$ cat config.mk
export PLATFORM = sky130hd
export DESIGN_NAME = gray2bin_seq
export DESIGN_NICKNAME = d
export VERILOG_FILES = /design/src/rtl/gray2bin_seq_pkg.sv /design/src/rtl/gray2bin_seq_bit_step.sv /design/src/rtl/gray2bin_seq.sv
export SDC_FILE = /design/constraint.sdc
export NUM_CORES = 1
export LEC_CHECK = 0
export BUFFER_PORTS_ARGS = -buffer_cell sky130_fd_sc_hd__buf_4
export CAP_MARGIN = 10
export CORE_MARGIN = 2
export CORE_UTILIZATION = 42
export DETAILED_ROUTE_END_ITERATION = 8
export HOLD_SLACK_MARGIN = 0.08
export SLEW_MARGIN = 20
export SYNTH_ARGS = -nofsm -noshare
export SYNTH_HDL_FRONTEND = slang
export SYNTH_HIERARCHICAL = 1
export SYNTH_SLANG_ARGS = --single-unit
$ cat constraint.sdc
create_clock -name clk -period 2.1 [get_ports clk]
set_input_delay 0.21 -clock clk [delete_from_list [all_inputs] [get_ports clk]]
set_output_delay 0.21 -clock clk [all_outputs]
set_load 0.1 [all_outputs]
$ cat src/rtl/gray2bin_seq_pkg.sv
// ---------------------------------------------------------------------------
// gray_pkg
//   Definitions shared by the Gray encoder/decoder blocks and their benches.
//   - GRAY_MAX_W  : widest supported word.
//   - gray_state_t: decoder FSM state encoding (IDLE / CONV / DONE).
//   - bin2gray()  : reference binary-to-Gray conversion, zero-extended to
//                   GRAY_MAX_W bits. Narrower callers slice the low bits.
// ---------------------------------------------------------------------------
package gray_pkg;

  localparam int unsigned GRAY_MAX_W = 16;

  typedef enum logic [1:0] {
    ST_IDLE = 2'd0,
    ST_CONV = 2'd1,
    ST_DONE = 2'd2
  } gray_state_t;

  function automatic logic [GRAY_MAX_W-1:0] bin2gray(input logic [GRAY_MAX_W-1:0] b);
    return b ^ (b >> 1);
  endfunction

endpackage

$ cat src/rtl/gray2bin_seq_bit_step.sv
// ---------------------------------------------------------------------------
// gray_bit_step
//   One step of Gray-to-binary decoding. Each binary bit is the XOR of the
//   next-more-significant binary bit and the Gray bit at the same position.
//   Ports:
//     prev_bin  in  1  Already-resolved binary bit at position idx+1.
//     g_bit     in  1  Gray bit at position idx.
//     bin_bit   out 1  Resolved binary bit at position idx.
// ---------------------------------------------------------------------------
module gray_bit_step (
  input  logic prev_bin,
  input  logic g_bit,
  output logic bin_bit
);

  assign bin_bit = prev_bin ^ g_bit;

endmodule

$ cat src/rtl/gray2bin_seq.sv
// ---------------------------------------------------------------------------
// gray2bin_seq
//   Sequential Gray-to-binary decoder. A Gray word is accepted through a
//   valid/ready handshake, one binary bit is resolved per clock (MSB first),
//   and the binary word is offered through a valid/ready handshake.
//   Parameters:
//     WIDTH      Word width in bits, 1..16.
//   Ports:
//     clk        in   1      Rising-edge clock.
//     rst        in   1      Synchronous active-high reset.
//     in_valid   in   1      in_gray carries a word to decode.
//     in_gray    in   WIDTH  Gray-coded input word.
//     in_ready   out  1      High in IDLE: a word can be accepted.
//     out_valid  out  1      High in DONE: out_bin carries the result.
//     out_bin    out  WIDTH  Decoded binary word.
//     out_ready  in   1      Consumer takes out_bin (only honoured in DONE).
//     busy       out  1      High in CONV or DONE.
// ---------------------------------------------------------------------------
module gray2bin_seq
  import gray_pkg::*;
#(
  parameter int unsigned WIDTH = 4
) (
  input  logic             clk,
  input  logic             rst,
  input  logic             in_valid,
  input  logic [WIDTH-1:0] in_gray,
  output logic             in_ready,
  output logic             out_valid,
  output logic [WIDTH-1:0] out_bin,
  input  logic             out_ready,
  output logic             busy
);

  // Index counter is at least one bit wide so WIDTH=1 still elaborates.
  localparam int unsigned IDXW      = (WIDTH > 1) ? $clog2(WIDTH) : 1;
  localparam int unsigned IDX_START = (WIDTH > 1) ? WIDTH - 2 : 0;

  if (WIDTH == 0 || WIDTH > GRAY_MAX_W) begin : g_width_check
    $error("gray2bin_seq: WIDTH must be in 1..16");
  end

  gray_state_t      r_state;
  gray_state_t      w_state_nxt;
  logic [WIDTH-1:0] r_g;
  logic [WIDTH-1:0] r_bin;
  logic [IDXW-1:0]  r_idx;

  logic [WIDTH:0]   w_bin_ext;
  logic             w_prev_bin;
  logic             w_g_bit;
  logic             w_bit;
  logic             w_last;

  assign w_last = (r_idx == '0);

  // A constant zero above the MSB keeps the select loop in range for every
  // position, including WIDTH=1 where no CONV step is ever taken.
  assign w_bin_ext = {1'b0, r_bin};

  always_comb begin
    w_prev_bin = 1'b0;
    w_g_bit    = 1'b0;
    for (int unsigned i = 0; i < WIDTH; i++) begin
      if (r_idx == IDXW'(i)) begin
        w_prev_bin = w_bin_ext[i+1];
        w_g_bit    = r_g[i];
      end
    end
  end

  gray_bit_step u_step (
    .prev_bin (w_prev_bin),
    .g_bit    (w_g_bit),
    .bin_bit  (w_bit)
  );

  // FSM: state register
  always_ff @(posedge clk) begin
    if (rst) begin
      r_state <= ST_IDLE;
    end else begin
      r_state <= w_state_nxt;
    end
  end

  // FSM: next-state logic
  always_comb begin
    w_state_nxt = r_state;
    case (r_state)
      ST_IDLE: begin
        if (in_valid) begin
          w_state_nxt = (WIDTH == 1) ? ST_DONE : ST_CONV;
        end
      end
      ST_CONV: begin
        if (w_last) begin
          w_state_nxt = ST_DONE;
        end
      end
      ST_DONE: begin
        if (out_ready) begin
          w_state_nxt = ST_IDLE;
        end
      end
      default: w_state_nxt = ST_IDLE;
    endcase
  end

  // FSM: outputs decoded from state only
  always_comb begin
    in_ready  = 1'b0;
    out_valid = 1'b0;
    busy      = 1'b0;
    case (r_state)
      ST_IDLE: in_ready = 1'b1;
      ST_CONV: busy     = 1'b1;
      ST_DONE: begin
        out_valid = 1'b1;
        busy      = 1'b1;
      end
      default: ;
    endcase
  end

  // Datapath: latch the Gray word, seed the MSB, then resolve one bit per
  // cycle walking idx down to zero. r_bin is left alone in IDLE and DONE so
  // the last result stays visible until the next accept.
  always_ff @(posedge clk) begin
    if (rst) begin
      r_g   <= '0;
      r_bin <= '0;
      r_idx <= '0;
    end else begin
      case (r_state)
        ST_IDLE: begin
          if (in_valid) begin
            r_g              <= in_gray;
            r_bin[WIDTH-1]   <= in_gray[WIDTH-1];
            r_idx            <= IDXW'(IDX_START);
          end
        end
        ST_CONV: begin
          for (int unsigned i = 0; i < WIDTH; i++) begin
            if (r_idx == IDXW'(i)) begin
              r_bin[i] <= w_bit;
            end
          end
          if (!w_last) begin
            r_idx <= r_idx - IDXW'(1);
          end
        end
        default: ;
      endcase
    end
  end

  assign out_bin = r_bin;

endmodule

==> results of run 1 <==
==> cell type report <==
class	count	area, um2	area share (%)
flip-flops and latches	12	245	27.1
clock buffers	3	22.5	2.49
well taps	17	21.3	2.35
repair buffers	16	120	13.3
multi-input cells	66	460	51.0
inverters	9	33.8	3.74
==> logic make-up (layout without fill, tap and decap cells) <==
| group | count (synthesis) | count (layout) |
|---|---|---|
| xor+xnor | 1 | 1 |
| flops | 12 | 12 |
| simple gates | 32 | 32 |
| compound gates | 20 | 20 |
| fa+ha+maj | 9 | 9 |
| mux | 4 | 4 |
| buf+inv | 12 | 28 |
==> registers in the layout, indices dropped and copies added (netlist names) <==
register  count
r_idx         2
out_bin       4
r_g           4
r_state       2
==> power groups by stage <==
stage / Sequential, mW / Combinational, mW / Clock [mW]
2_1_floorplan: 0.433 / 0.661 / 0
3_3_place_gp: 0.328 / 0.926 / 0
3_5_place_dp: 0.330 / 0.924 / 0
4_1_cts: 0.326 / 0.927 / 0.145
5_1_grt: 0.336 / 1.02 / 0.153
6_report: 0.326 / 0.937 / 0.139
==> worst max-delay path by stage <==
stage / start / end / cells past startpoint
6_report: r_idx[0] / out_bin[3] / 9
4_1_cts: r_idx[1] / out_bin[3] / 8
3_3_place_gp: r_idx[1] / out_bin[3] / 8
3_5_place_dp: r_idx[1] / out_bin[3] / 8
5_1_grt: r_idx[0] / out_bin[3] / 9
2_1_floorplan: r_state[0] / out_bin[3] / 6
==> layer usage <==
| metal | up-vias | routed length (um) | track usage [%] |
|---|---|---|---|
| met2 | 12 | 618 | 21.1 |
| met3 | 0 | 71 | 5.88 |
| met1 | 291 | 707 | 22.6 |
| met4 | 0 | 0 | 5.14 |
| li1 | 335 | - | - |
| met5 | - | 0 | 0 |
==> worst max-delay path, delay by kind of cell, from the launching register on <==
family | cells | cell delay (ps)
compound gates | 4 | 530
flops | 1 | 360
simple gates | 1 | 310
fa+ha+maj | 1 | 280
xor+xnor | 1 | 180
buf+inv | 1 | 90
mux | 1 | 90
==> layout by cell type (no fill, tap or decap), drive strengths merged, types with 2 or more instances in the layout <==
cell type	netlist	layout
dfxtp	12	12
ha	9	9
buf	2	16
a21oi	11	11
o21ai	3	3
and2b	2	2
mux2i	4	4
clkbuf	1	3
nand3	7	7
inv	9	9
a221oi	2	2
nand2	18	18
==> through the flow <==
stage	power (mW)	hold WS [ps]	setup WS, ps	instance area, um2
CTS	1.40	176	73.5	891
global route	1.51	182	24.0	903
floorplan	1.09	357	9.10	747
detailed placement	1.25	455	118	868
global placement	1.25	445	100	868
finish	1.40	184	187	903
==> run summary, run 1 <==
The number of hold buffers added after CTS was 0. The final layout contains 125 nets. After detailed routing, the number of vias per cell comes to 5.19. The required time reported for the critical path endpoint came out at 2300 ps. The arithmetic-cell share of the synthesized area counting full adders, half adders and majority gates came out at 15.2%. After synthesis, the share of cell area in mux cells is 5.39%.

The mapped cell area is 743 um2. The critical path endpoint category is a register. After synthesis, the largest family of logic cells by area is simple AND/OR/NAND/NOR gates. The startpoint identified for the worst register-to-register timing path is r_idx[0]. Dividing total power by cell area gives a power density of 1550 mW/mm2. The net count after synthesis came out at 107.

The number of endpoints failing setup at the final stage came out at 0. For the worst-skew pair, the clock arrives at the later sink with an insertion delay of 270 ps. The number of hold violations in the final report came out at 0. The number of global-route vias before repair was 532. The internal power contribution came out at 0.650 mW.

The area growth from synthesis to layout is 21.5%. The total global-route track usage came out at 15.7%. The largest clock skew in the final design came out at 0.854 ps. Row generation in the floorplan step produced 15 rows.

Setup repair after global routing left no endpoint under its margin. The part of the power in the clock network came out at 9.9%. The post-synthesis register bit count came out at 12. The critical path startpoint category is a register.

The worst hold path terminates at out_bin[3]. The number of clock buffers inserted by TritonCTS is 3. The total leakage power came out at 0.397 nW.

By count the netlist is led by sky130_fd_sc_hd__nand2_1, sky130_fd_sc_hd__dfxtp_1, sky130_fd_sc_hd__a21oi_1. For this block, the initial DRC count from the detailed router was 3. The number of instances in the synthesized netlist is 90. Across all layers, the routed design uses 638 vias. The fraction of the mapped netlist area in compound gates is 18.9%. The DRC violations left came out at 0. The worst max-slew margin expressed relative to the limit is 73.9%. Among all flip-flop cells after synthesis, the most frequent one is sky130_fd_sc_hd__dfxtp_1.

The endpoint of the worst-slack reg-to-reg timing path is out_bin[3]. The maximum number of pins on one net before global-route repair came out at 12. The initial antenna violation count came out at 0. TritonCTS built the clock tree.

Of the total power, registers draw 23.2%. The largest incremental delay on the critical path is 360 ps. Post-CTS repair changed the size of 0 cells.

Each instance of the synthesized netlist takes up on average 8.26 um2. The routed wirelength normalized by instance count came out at 11.4 um. The run finished with clean final reports. The number of antenna diodes in the final layout is 0. The remaining number of nets flagged by the antenna check after routing came out at 0.

The synthesized netlist devotes 19.9% of its cell area to simple gates. The fraction of final layout cells sized beyond drive strength 1 came out at 28.3%. Across the run, the number of max-cap violations was 0. The worst register-to-register path has a setup slack of 190 ps.

The first global-routing pass estimated 2.40 mm of wire. The critical path goes through inv_1, ha_1, a21oi_1, o21ai_0, a22o_1, xor2_1, mux2i_1, or3_1, a21oi_1. During synthesis, Yosys emitted a total of 6 warnings. The highest achievable clock rate came out at 523 MHz. The total detailed-routing wirelength came out at 1.40 mm. The slew at the pin with the worst max-slew slack came out at 381 ps. Of all cell types, the one taking the most synthesized area is sky130_fd_sc_hd__dfxtp_1. The number of clock sinks came out at 12.

The switching power summed over all nets came out at 0.752 mW. The number of pins with negative max-slew slack in the final report is 0. The area share of the leading cell type in the synthesized netlist came out at 32.3%. The core utilization of the finished layout is 53.5%. After the flow finishes, the layout carries non-filler instances totaling 123. The total overflow left after global routing is 0. The clock tree root driver cell is sky130_fd_sc_hd__clkbuf_4. Measured along the y axis, the die boundary spans 46.1 um. The count of input and output buffers is 14. The critical path class is reg2reg.

The iteration count of the initial detailed-routing pass came out at 4. The arrival time of the worst setup path came out at 2120 ps. In this run, synthesis inferred 0 flip-flops with an integrated enable. CTS built an H-tree with a depth of 1.

The die covers 0.00212 mm2. The worst vdd rail ir drop is 908 uV. The detailed-placement wirelength estimate is 1.07 mm. The boundary pin count is 15. The switching power as a share of total power came out at 53.6%. In the post-synthesis netlist, the biggest area contributors are sky130_fd_sc_hd__dfxtp_1, sky130_fd_sc_hd__ha_1, sky130_fd_sc_hd__nand2_1. The post-CTS setup repair buffer count came out at 0. The post-synthesis cell type count came out at 25.

The worst reg2reg path depth came out at 9. In the post-synthesis netlist, the cell with the most instances is sky130_fd_sc_hd__nand2_1. The worst-path cell with the longest stage delay is sky130_fd_sc_hd__dfxtp_2. The number of placed instances, taps included is 120. In this run the most critical hold path is launched from rst. The final weighted congestion of routability-driven global placement came out at 0.825. The longest clock path from root to sink contains 2 buffers.

The async set or reset register ratio after synthesis came out at 0%. The synthesized netlist devotes 1.18% of its cell area to XOR and XNOR gates. The depth of the worst hold-timing path is 2. After floorplanning, the core was sized to cover 0.00169 mm2. The min-delay analysis places its worst path in the category in2reg.

The most numerous cell type found on the critical path is sky130_fd_sc_hd__a21oi_1. The post-synthesis sequential area ratio came out at 32.3%. The combinational cell fraction of total power came out at 66.8%. For this configuration, the core starts out at a cell density of 44.0%.

The final critical path time including I/O delays and setup came out at 1910 ps. The final-layout setup total negative slack came out at 0 ps. Along the worst path, the maximum fanout reaches 6. The die is 46.1 um wide.

After clock tree synthesis, the clock-pin slew on the worst setup and hold paths is 70 ps. Of the available clock period, the critical path in the final layout requires 91.1%. Fill cells in the final layout number 172.
Note: power is estimated with default switching activity, not from simulation.
==> run 2: changes to the inputs <==
--- a/config.mk
+++ b/config.mk
@@ -11,6 +11,7 @@
 export CORE_UTILIZATION = 42
 export DETAILED_ROUTE_END_ITERATION = 8
 export HOLD_SLACK_MARGIN = 0.08
+export SKIP_LAST_GASP = 1
 export SLEW_MARGIN = 20
 export SYNTH_ARGS = -nofsm -noshare
 export SYNTH_HDL_FRONTEND = slang
==> constraint.sdc (replaced) <==
create_clock -name clk -period 1.8 [get_ports clk]
set_input_delay 0.18 -clock clk [delete_from_list [all_inputs] [get_ports clk]]
set_output_delay 0.18 -clock clk [all_outputs]
set_load 0.1 [all_outputs]
==> run summary, run 2 (synthesis results as in run 1) <==
The largest clock skew in the final design came out at 3.99 ps (+3.14 ps). The total number of placement rows came out at 15 (unchanged). The required time reported for the critical path endpoint is 2010 ps (-290 ps). The TritonCTS clock tree is yes. The initial antenna violation count came out at 0 (unchanged). The total global-route track usage was 18.1% (+2.4 points). The number of max-capacitance violations reported is 0 (unchanged).

The largest fanout on the critical path was 6 (unchanged). The number of endpoints failing setup at the final stage is 1 (+1). The overall die height is 46.1 um (unchanged). The final weighted congestion of routability-driven global placement is 0.781 (-5.3%).

The number of global-route vias before repair came out at 581 (+9.2%). The final-stage net count is 126 (+0.80%). The checks that failed: negative setup slack. In this run the most critical hold path is launched from rst. The remaining number of nets flagged by the antenna check after routing is 0 (unchanged).

STA classifies the critical path startpoint as a register. The slew at the pin with the worst max-slew slack came out at 414 ps (+32.8 ps). The final clock period utilization by the worst path is 102% (+11 points). The die span in x is 46.1 um (unchanged). Relative to the synthesized area, the layout overhead comes to 32.3%.

The boundary pin count is 15 (unchanged). Tracing the worst setup path back leads to its startpoint at r_idx[1]. The library cell used most frequently in the layout, excluding fill and tap cells, is sky130_fd_sc_hd__nand2_1. The worst setup path is captured at a register. The worst-case clock buffer depth is 2 (unchanged). The number of diodes added for antenna fixing is 0 (unchanged). The setup path with the least slack is of type reg2reg. The number of levels the H-tree was split into came to 1 (unchanged). The final critical path time including I/O delays and setup is 1830 ps (-78.7 ps).

The number of clock buffers inserted by TritonCTS is 3 (unchanged). The worst setup slack after layout is -34.5 ps (-221 ps). The maximum number of pins on one net before global-route repair is 12 (unchanged). The worst max-slew margin expressed relative to the limit is 71.6% (-2.2 points). The number of pins with negative max-slew slack in the final report is 0 (unchanged). The fraction of final layout cells sized beyond drive strength 1 came to 36.1% (+7.8 points). The arrival time of the worst setup path is 2050 ps (-70 ps). The highest achievable clock rate came out at 545 MHz (+4.3%).

The cts-stage hold buffer count is 0 (unchanged). The latest clock arrival within the worst-skew pair came out at 280 ps (about the same). The number of clock sinks is 12 (unchanged). The total leakage power came to 0.411 nW (+3.5%). The total power of the final layout is 1.77 mW (+26%). The residual overflow from global routing is 0 (unchanged). The iteration count of the initial detailed-routing pass was 4 (unchanged). The pre-CTS setup slack was -23.2 ps (-141 ps). The vias per cell is 5.21 (+0.41%). The routed via count came to 651 (+2.0%).

The global-route wire length before repair is 2.61 mm (+8.6%). The worst vdd rail ir drop is 950 uV (+4.7%). The detailed-placement wirelength estimate is 1.21 mm (+13%). The routed wirelength normalized by instance count was 13.0 um (+14%). The flow ran to the end, but the final reports show violations. In this run the critical register-to-register path is launched from r_idx[1]. The clock transition time at the flip-flop clock pins of the worst setup and hold paths came to 80 ps (about the same). In this run the worst hold path is classified as in2reg. In the layout the commonest cells are sky130_fd_sc_hd__nand2_1, sky130_fd_sc_hd__buf_4, sky130_fd_sc_hd__a21oi_1. The starting DRC count in detailed routing is 8 (+5). The number of hold violations in the final report came out at 0 (unchanged).

The total detailed-routing wirelength came out at 1.62 mm (+16%). The area enclosed by the die boundary is 0.00212 mm2 (unchanged). Setup repair after global routing could not meet its margin everywhere. The count of input and output buffers is 14 (unchanged). The DRC violations left came out at 0 (unchanged). The power density over the cells is 1800 mW/mm2 (+16%). CTS placed an instance of sky130_fd_sc_hd__clkbuf_4 at the clock tree root. The core region area came to 0.00169 mm2 (unchanged).

The effective utilization at floorplan came to 44.0% (unchanged).
## run 2: metal layers
layer,up-vias,track usage (%),wire length [um]
li1,341,-,-
met1,297,24.6,794
met2,9,26.4,744
met3,4,4.71,52
met4,0,8.57,30
met5,-,0,0
## run 2: worst max-delay path, stage by stage (launching register included)
cell and delay, ps:
sky130_fd_sc_hd__dfxtp_4 390, sky130_fd_sc_hd__inv_6 50, sky130_fd_sc_hd__ha_4 170, sky130_fd_sc_hd__nand3b_1 170
sky130_fd_sc_hd__a221oi_2 310, sky130_fd_sc_hd__xor2_2 170, sky130_fd_sc_hd__mux2i_1 80, sky130_fd_sc_hd__or3_1 300
sky130_fd_sc_hd__a21oi_1 110
## run 2: metrics by stage
step / std cells / cell area [um2] / setup TNS (ps) / hold WS (ps) / util, %
floorplan: 90 / 816 / 0 / 327 / -
global placement: 120 / 937 / 0 / 444 / 55.5
detailed placement: 120 / 937 / -23.2 / 441 / 55.5
CTS: 126 / 981 / -10.2 / 134 / 58.1
global route: 125 / 983 / -178 / 131 / 58.2
finish: 125 / 983 / -34.5 / 136 / 58.2
## run 2: timing repair
action	in CTS	in global routing
cloned	0	0
setup buffers	2	0
gates resized for setup	1	4
pin swaps	2	1
setup endpoints to repair	1	4
## run 2: area by class of cell
cell class | instances | area, um2
inverters | 9 | 38.8
clock buffers | 4 | 26.3
flip-flops and latches | 12 | 259
repair buffers | 17 | 128
fillers | 165 | 706
multi-input cells | 66 | 510
well taps | 17 | 21.3
## run 2: worst paths after layout
path / depth (start not counted) / endpoint / slack [ps]
setup / recovery: 8 / out_bin[3] / -30
hold / removal: 2 / out_bin[1] / 140
setup reg to reg: 8 / out_bin[3] / -30
hold reg to reg: 2 / out_bin[0] / 460
## run 2: report_power, final
| group | total (mW) | internal, mW | leakage (nW) | switching [mW] |
|---|---|---|---|---|
| sequential | 0.402 | 0.340 | 0.102 | 0.0615 |
| combinational | 1.18 | 0.401 | 0.295 | 0.783 |
| clock | 0.185 | 0.0861 | 0.0150 | 0.0987 |
==> run 3: changes to the inputs <==
--- a/config.mk
+++ b/config.mk
@@ -11,6 +11,7 @@
 export CORE_UTILIZATION = 42
 export DETAILED_ROUTE_END_ITERATION = 8
 export HOLD_SLACK_MARGIN = 0.08
+export MAX_ROUTING_LAYER = met4
 export SKIP_LAST_GASP = 1
 export SLEW_MARGIN = 20
 export SYNTH_ARGS = -nofsm -noshare
==> run summary, run 3 (synthesis results as in run 1) <==
The internal power contribution is 0.828 mW (about the same). The final-layout setup total negative slack is -33.3 ps (+1.23 ps). The TritonCTS clock tree is yes.

The number of clock sinks came out at 12 (unchanged). The vias per cell is 5.23 (+0.46%). The boundary pin count is 15 (unchanged). The combinational cell fraction of total power came out at 66.9% (about the same). The DRC violations left is 0 (unchanged). The tightest min-delay check is of the in2reg type. The number of endpoints failing setup at the final stage came out at 1 (unchanged). The buffers plus inverters on the worst setup path is 1 (unchanged). The highest achievable clock rate is 545 MHz (about the same). The part of the power in the clock network came out at 10.5% (about the same). The number of diodes added for antenna fixing is 0 (unchanged). The worst-case clock buffer depth came out at 2 (unchanged). The number of pins with negative max-slew slack in the final report came out at 0 (unchanged). The effective utilization at floorplan is 44.0% (unchanged). The number of clock buffers inserted by TritonCTS came out at 3 (unchanged). The total detailed-routing wirelength came out at 1.64 mm (+0.80%).

The detailed-placement wirelength estimate is 1.21 mm (unchanged). The remaining number of nets flagged by the antenna check after routing was 0 (unchanged). STA classifies the critical path startpoint as a register. The overall die height came to 46.1 um (unchanged). The number of levels the H-tree was split into was 1 (unchanged). The relative contribution of sequential cells to total power was 22.7% (about the same). The iteration count of the initial detailed-routing pass is 4 (unchanged). The residual overflow from global routing came out at 0 (unchanged). The sum of met3 wire segment lengths after detailed routing came out at 52 um (unchanged). The maximum number of pins on one net before global-route repair came to 12 (unchanged).

The area enclosed by the die boundary came out at 0.00212 mm2 (unchanged). In the layout the commonest cells are sky130_fd_sc_hd__nand2_1, sky130_fd_sc_hd__buf_4, sky130_fd_sc_hd__a21oi_1. The most common library cell in the layout ignoring fill and taps is sky130_fd_sc_hd__nand2_1. The latest clock arrival within the worst-skew pair was 280 ps (about the same). The total leakage power is 0.411 nW (unchanged).

The final critical path time including I/O delays and setup came out at 1830 ps (-1.23 ps). The switching power as a share of total power came to 53.3% (about the same). The post-layout instance count excluding filler cells came out at 125 (unchanged). The initial antenna violation count is 0 (unchanged). The largest clock skew in the final design is 2.97 ps (-1.02 ps). The worst vdd rail ir drop is 951 uV (+0.11%). The total global-route track usage came out at 18.6% (+0.52 points).

The highest layer touched by signal routing is met4. The kind of cell with the highest combined delay along the critical path is simple AND/OR/NAND/NOR gates. The flow ran to the end, but the final reports show violations. The worst setup slack after layout came to -33.3 ps (+1.23 ps).

The count of input and output buffers came out at 14 (unchanged). The worst max-slew margin expressed relative to the limit came out at 72.2% (+0.55 points). The final clock period utilization by the worst path was 102% (about the same). The number of hold violations in the final report is 0 (unchanged). The power density over the cells is 1800 mW/mm2 (+0.13%). The setup slack of the worst register-to-register path was -30 ps (about the same).

The clock transition time at the flip-flop clock pins of the worst setup and hold paths is 80 ps (about the same). The critical path endpoint category is a register. The largest fanout on the critical path is 6 (unchanged). The starting DRC count in detailed routing is 6 (-2). The largest incremental delay on the critical path came out at 390 ps (about the same). The routed via count came to 654 (+0.46%). The final reports fail on negative setup slack. The die span in x came out at 46.1 um (unchanged). The critical path class is reg2reg.

The routed wirelength normalized by instance count is 13.1 um (+0.80%). Clock tree synthesis selected as its root buffer the cell sky130_fd_sc_hd__clkbuf_4. The total number of placement rows was 15 (unchanged). Setup repair after global routing could not meet its margin everywhere.

Walking the worst path, the cells encountered are inv_6, ha_4, nand3b_1, a221oi_2, xor2_2, mux2i_1, or3_1, a21oi_1. The length of routed wiring on met1 is 800 um (+0.76%). The arrival time of the worst setup path came to 2050 ps (about the same).

The slew at the pin with the worst max-slew slack came to 406 ps (-7.98 ps). The number of placed instances, taps included came to 120 (unchanged). The worst-path cell with the longest stage delay is sky130_fd_sc_hd__dfxtp_4. The total met2 wirelength after detailed routing is 752 um (+1.1%). The total power of the final layout came out at 1.77 mW (+0.13%). The global-route wire length before repair was 2.61 mm (unchanged).

The fraction of final layout cells sized beyond drive strength 1 came out at 36.1% (unchanged). The required time reported for the critical path endpoint came out at 2010 ps (about the same). The final weighted congestion of routability-driven global placement was 0.792 (+1.4%). The relative area change from synthesis to final layout came out at 32.3% (unchanged). The switching power summed over all nets is 0.946 mW (+0.21%). The number of max-capacitance violations reported is 0 (unchanged).

The number of global-route vias before repair is 582 (+0.17%). The final-stage net count is 126 (unchanged). The core region area came out at 0.00169 mm2 (unchanged).
-- run 3: area by class of cell --
cell class | instances | area [um2]
fill | 165 | 706
inverter | 9 | 38.8
sequential | 12 | 259
multi-input combinational | 66 | 510
clock buffer | 4 | 26.3
tap | 17 | 21.3
timing repair buffer | 17 | 128
-- run 3: layer usage --
| layer | vias to the layer above | GRT usage [%] |
|---|---|---|
| met5 | - | - |
| met4 | 0 | 8.57 |
| met3 | 4 | 4.71 |
| met2 | 9 | 26.4 |
| met1 | 301 | 24.6 |
| li1 | 340 | - |
-- run 3: final timing paths --
check / from / end / cells after the start
worst max-delay path: r_idx[1] / out_bin[3] / 8
worst min-delay path: rst / out_bin[1] / 2
worst max register to register: r_idx[1] / out_bin[3] / 8
worst min register to register: out_bin[0] / out_bin[0] / 2
-- run 3: through the flow --
step	setup WS, ps	cell area, um2	utilization, %	hold WS (ps)
after detailed placement	-23.2	937	55.5	441
after global routing	-178	983	58.2	131
after CTS	-10.2	981	58.1	134
after floorplan	1.00	816	-	327
after global placement	21.7	937	55.5	444
final	-33.3	983	58.2	136
-- run 3: power groups by stage --
stage	registers [mW]	clock network (mW)	logic, mW
6_report	0.402	0.186	1.19
5_1_grt	0.411	0.209	1.28
4_1_cts	0.399	0.194	1.21
3_5_place_dp	0.405	0	1.17
3_3_place_gp	0.402	0	1.16
2_1_floorplan	0.525	0	0.850
-- run 3: timing repair --
item | in CTS | in global routing
pin swaps | 2 | 1
gates resized for setup | 1 | 4
setup buffers | 2 | 0
hold buffers | 0 | 0
endpoints found under the hold margin | 0 | 0
endpoints found under the setup margin | 1 | 4
